--- config.mk ---
export PLATFORM = sky130hd
export DESIGN_NAME = serial_add_ctrl
export DESIGN_NICKNAME = d
export VERILOG_FILES = /design/src/rtl/serial_add_ctrl.sv
export SDC_FILE = /design/constraint.sdc
export NUM_CORES = 1
export LEC_CHECK = 0
export ABC_AREA = 1
export CORE_ASPECT_RATIO = 1.25
export CORE_MARGIN = 3
export CORE_UTILIZATION = 27
export CTS_CLUSTER_DIAMETER = 50
export CTS_CLUSTER_SIZE = 16
export DETAILED_ROUTE_END_ITERATION = 6
export PLACE_DENSITY_LB_ADDON = 0.15
export SYNTH_ARGS = -nofsm -noshare
export SYNTH_HDL_FRONTEND = slang
export SYNTH_SLANG_ARGS = --single-unit
--- constraint.sdc ---
create_clock -name clk -period 3.1 [get_ports clk]
set_input_delay 0.62 -clock clk [delete_from_list [all_inputs] [get_ports clk]]
set_output_delay 0.62 -clock clk [all_outputs]
set_load 0.02 [all_outputs]
--- src/rtl/serial_add_ctrl.sv ---
// Purpose : bit-serial WIDTH-bit adder sequencer driving one shared external 1-bit full adder, LSB first.
// Latency : start accepted at edge 0 -> busy for WIDTH cycles, done pulse in cycle WIDTH, idle again after edge WIDTH+1.
// Backpr. : none; start is sampled only in IDLE, and any start seen in RUN/DONE is dropped, not queued.
//
// Ports:
//   clk, rst              rising-edge clock, synchronous active-high reset
//   start, a, b, cin      request and operands, captured when start is accepted in IDLE
//   fa_x, fa_y, fa_cin    drive the external full adder (0 when not in RUN)
//   fa_sum, fa_cout       results returned by the external full adder
//   busy, done            RUN indicator and one-cycle completion pulse
//   sum, cout             registered result, updated only when an addition completes

module serial_add_ctrl #(
    parameter int WIDTH = 8
) (
    input  logic             clk,
    input  logic             rst,
    input  logic             start,
    input  logic [WIDTH-1:0] a,
    input  logic [WIDTH-1:0] b,
    input  logic             cin,
    output logic             fa_x,
    output logic             fa_y,
    output logic             fa_cin,
    input  logic             fa_sum,
    input  logic             fa_cout,
    output logic             busy,
    output logic             done,
    output logic [WIDTH-1:0] sum,
    output logic             cout
);

    localparam int CW = (WIDTH > 1) ? $clog2(WIDTH) : 1;
    localparam logic [CW-1:0] LAST_BIT = CW'(WIDTH - 1);

    typedef enum logic [1:0] {
        IDLE = 2'd0,
        RUN  = 2'd1,
        DONE = 2'd2
    } state_t;

    state_t           state;
    state_t           state_nxt;

    logic [WIDTH-1:0] a_sh;
    logic [WIDTH-1:0] b_sh;
    logic [WIDTH-1:0] s_sh;
    logic             carry;
    logic [CW-1:0]    cnt;

    // Control signals decoded in the combinational FSM process.
    logic             accept;     // start taken in IDLE this cycle
    logic             step;       // one bit processed this cycle
    logic             last_step;  // final bit processed this cycle

    // The sum bit arriving this cycle lands in the MSB; after WIDTH steps
    // the first (LSB) bit has shifted all the way down to bit 0.
    logic [WIDTH-1:0] s_next;
    assign s_next = {fa_sum, s_sh[WIDTH-1:1]};

    // ------------------------------------------------------------------
    // State register
    // ------------------------------------------------------------------
    always_ff @(posedge clk) begin
        if (rst) begin
            state <= IDLE;
        end else begin
            state <= state_nxt;
        end
    end

    // ------------------------------------------------------------------
    // Next-state and output decode
    // ------------------------------------------------------------------
    always_comb begin
        state_nxt = state;
        accept    = 1'b0;
        step      = 1'b0;
        last_step = 1'b0;
        busy      = 1'b0;
        done      = 1'b0;
        fa_x      = 1'b0;
        fa_y      = 1'b0;
        fa_cin    = 1'b0;

        case (state)
            IDLE: begin
                if (start) begin
                    accept    = 1'b1;
                    state_nxt = RUN;
                end
            end
            RUN: begin
                busy   = 1'b1;
                step   = 1'b1;
                // Adder inputs come straight from registers so the external
                // cell sees a stable operand bit for the whole cycle.
                fa_x   = a_sh[0];
                fa_y   = b_sh[0];
                fa_cin = carry;
                if (cnt == LAST_BIT) begin
                    last_step = 1'b1;
                    state_nxt = DONE;
                end
            end
            DONE: begin
                done      = 1'b1;
                state_nxt = IDLE;
            end
            default: begin
                state_nxt = IDLE;
            end
        endcase
    end

    // ------------------------------------------------------------------
    // Operand / partial-sum shift registers and bit counter
    // ------------------------------------------------------------------
    always_ff @(posedge clk) begin
        if (rst) begin
            a_sh  <= '0;
            b_sh  <= '0;
            s_sh  <= '0;
            carry <= 1'b0;
            cnt   <= '0;
        end else if (accept) begin
            a_sh  <= a;
            b_sh  <= b;
            carry <= cin;
            cnt   <= '0;
        end else if (step) begin
            a_sh  <= {1'b0, a_sh[WIDTH-1:1]};
            b_sh  <= {1'b0, b_sh[WIDTH-1:1]};
            s_sh  <= s_next;
            carry <= fa_cout;
            // Exit happens at WIDTH-1, so the counter never needs to wrap.
            cnt   <= cnt + CW'(1);
        end
    end

    // ------------------------------------------------------------------
    // Result registers: only written on the RUN->DONE edge so the
    // requester never observes a partially assembled sum.
    // ------------------------------------------------------------------
    always_ff @(posedge clk) begin
        if (rst) begin
            sum  <= '0;
            cout <= 1'b0;
        end else if (last_step) begin
            sum  <= s_next;
            cout <= fa_cout;
        end
    end

endmodule

==> results.py <==
metrics = {
    "global_routing": {
        "overflow": 0,
        "antenna_found_initial": 0,
        "grt_max_degree": 34,
        "grt_use_total_pct": 11.38,
        "grt_pass1_vias": 1417,
        "grt_pass1_wl_mm": 6.582,
    },
    "timing": {
        "fin_skew_ns": 0.002131,
        "fin_tns_setup_ns": 0,
        "setup_viol": 0,
        "worstMarginPinSlew_ns": 0.5538,
        "fin_crit_sh_pct": 76.45,
        "max_freq_mhz": 421.9,
        "fin_ws_ns": 0.7299,
        "slew_violations": 0,
        "rsz0062_at_grt": "no",
        "max_slew_margin_pct": 62.95,
        "layout_min_cycle_time_ns": 2.370,
        "finalHoldViolations": 0,
    },
    "cts": {
        "cts_htree_levels": 2,
        "insertion_delay_ns": 0.28,
        "clk_pin_slew_ns": 0.07,
        "postCtsSetupRepairBufs": 0,
        "cts.repair.resized": 0,
        "cts_root_buf": "clkbuf_8",
        "cts_hold_buf": 0,
        "clk_path_buf_depth": 2,
        "cts_made_buffers": 5,
        "cts_num_sinks": 38,
        "tritoncts": "yes",
    },
    "power_and_ir_drop": {
        "switching_share_pct": 26.61,
        "power_switching_mw": 0.2776,
        "clkPwrFrac_pct": 33.6,
        "power_frac_comb_pct": 15.2,
        "power_density_nw_per_um2": 480.4,
        "ir_drop_v": 0.0002666,
        "p_leak_nw": 0.9182,
        "internal-power_mw": 0.7653,
        "pwr-share-seq_pct": 51.2,
    },
    "yosys": {
        "synthesis.area_sq_um": 1682,
        "post_synth_num_cell_types": 17,
        "ys_seq_area_share_pct": 45.24,
        "avgSynthCellArea_sq_um": 6.892,
        "syn_inst": 244,
        "yosys_warnings": 0,
        "synth_fp_nets": 268,
        "ys_seq_elements": 38,
    },
    "final_layout": {
        "fin_nets": 298,
        "n_antenna_cell": 0,
        "stdcell_area_sq_um": 2171,
        "final_cell_mix": "nor2_1 (60), dfxtp_1 (38), clkdlybuf4s50_1 (35)",
        "synthToLayoutAreaGrowth_pct": 29.09,
        "drive_gt1_share_pct": 6.182,
        "final_common_cell": "nor2_1",
    },
    "floorplan": {
        "dieArea_sq_um": 7217,
        "core_area_sq_um": 5896,
        "start_util_pct": 28.52,
        "die_w_microns": 76.59,
        "die_y_microns": 94.24,
        "fp-row-count": 31,
        "ios": 36,
    },
    "critical_path": {
        "cpPeakStageDelay_ns": 0.64,
        "cp_max_fo": 19,
        "timing.rr.start": "state[0]$_SDFFE_PP0P_",
        "slowest_stage": "clkdlybuf4s50_1",
        "critPathCapture": "busy",
        "arrival_ns": 1.75,
        "reg2reg_slack_ns": 1.64,
        "crit_path_end_kind": "output pin",
        "critPathLaunch": "state[0]$_SDFFE_PP0P_",
        "rr_worst_depth": 5,
        "cp.required_ns": 2.48,
        "rr_endpoint": "a_sh[0]$_SDFFE_PP0P_",
        "crit_path_start_kind": "flip-flop",
        "path_cells": "nand2_4 -> inv_2 -> clkdlybuf4s50_1",
        "crit_type": "flip-flop to output pin",
    },
    "route": {
        "drtPass1Iterations": 4,
        "drt_wl_total_mm": 3.933,
        "wl_per_cell_microns": 11.02,
        "via_per_inst": 4.378,
        "antenna_left": 0,
        "drc": 0,
        "num_vias": 1563,
        "drt_iter0_drc": 61,
    },
    "placement": {
        "dpl.hpwl_mm": 2.592,
        "numPortBuffers": 35,
        "dpl_cell_area_sq_um": 2079,
        "place_congestion": 0.7270,
        "pre_cts_ws_ns": 1.006,
    },
    "run": {
        "cap_violations": 0,
    },
    "run_status": {
        "status": "finished, final reports clean",
    },
    "hold_path": {
        "holdCritPathClass": "flip-flop to flip-flop",
    },
}
## critical path: cells and delay by family, from the launching register on
kind | cells | cell delay [ns]
buf+inv | 2 | 0.85
flops | 1 | 0.42
simple gates | 1 | 0.18
## cell type report
class	instances	area [sq um]
flip-flops and latches	38	760.7
inverters	25	93.84
clock buffers	7	86.33
clock inverters	1	5.005
fillers	668	3725
repair buffers	37	365.4
well taps	82	102.6
multi-input cells	167	757.0
## synth_stat cells, drive strengths merged
| library cell | instances | area, sq um |
|---|---|---|
| nand3 | 20 | 100.1 |
| a21oi | 21 | 105.1 |
| nor2 | 62 | 240.2 |
| nand2 | 32 | 130.1 |
| xor2 | 1 | 8.760 |
| clkbuf | 6 | 22.52 |
| buf | 8 | 50.05 |
| inv | 25 | 93.84 |
| o21ai | 29 | 145.1 |
| ha | 2 | 25.02 |
| dfxtp | 38 | 760.7 |
## state kept, by name (all words and copies together), names as in the netlist
register,cells
s_sh,7
b_sh,8
carry,1
a_sh,8
cnt,3
state,2
cout,1
sum,8
## through the flow
stage | power (mW) | hold WS (ns) | std cells | util [%]
floorplan | 0.6534 | 0.4386 | 244 | -
global placement | 0.7058 | 0.4567 | 349 | 35.27
detailed placement | 0.7054 | 0.4543 | 349 | 35.27
CTS | 1.059 | 0.4718 | 357 | 36.82
global route | 1.098 | 0.4956 | 357 | 36.82
finish | 1.043 | 0.4742 | 357 | 36.82
## power groups by stage
| stage | logic (mW) | registers (mW) | clock network, mW |
|---|---|---|---|
| 6_report | 0.158 | 0.534 | 0.350 |
| 5_1_grt | 0.183 | 0.538 | 0.377 |
| 4_1_cts | 0.161 | 0.534 | 0.363 |
| 3_5_place_dp | 0.160 | 0.546 | 0 |
| 3_3_place_gp | 0.160 | 0.546 | 0 |
| 2_1_floorplan | 0.112 | 0.542 | 0 |
## metal layers
layer	vias up	global-route usage, %	routed length [microns]
met4	0	4.079	38
met5	-	0	0
li1	835	-	-
met1	698	13.49	1841
met3	4	4.127	197
met2	26	18.91	1855
## worst min path at each step
stage,from,end,slack [ns],depth (start not counted)
floorplan,s_sh[2]$_SDFFE_PP0P_,sum[1]$_SDFFE_PP0P_,0.44,2
global placement,cnt[1]$_SDFFE_PP0P_,cnt[1]$_SDFFE_PP0P_,0.46,2
detailed placement,s_sh[2]$_SDFFE_PP0P_,sum[1]$_SDFFE_PP0P_,0.45,2
CTS,s_sh[2]$_SDFFE_PP0P_,sum[1]$_SDFFE_PP0P_,0.47,2
global route,cnt[2]$_SDFFE_PP0P_,cnt[2]$_SDFFE_PP0P_,0.50,2
finish,s_sh[2]$_SDFFE_PP0P_,sum[1]$_SDFFE_PP0P_,0.47,2
## cells by family (layout without fill, tap and decap cells)
family | Yosys count | count (layout) | share of synthesized area (%)
buffers and inverters | 39 | 70 | 9.896
AND/OR/NAND/NOR | 114 | 114 | 27.98
flip-flops | 38 | 38 | 45.24
AO/OA/AOI/OAI | 50 | 50 | 14.88
XOR/XNOR | 1 | 1 | 0.5209
adder cells (fa/ha/maj) | 2 | 2 | 1.488
No activity file was read; power rests on OpenSTA's default activity.
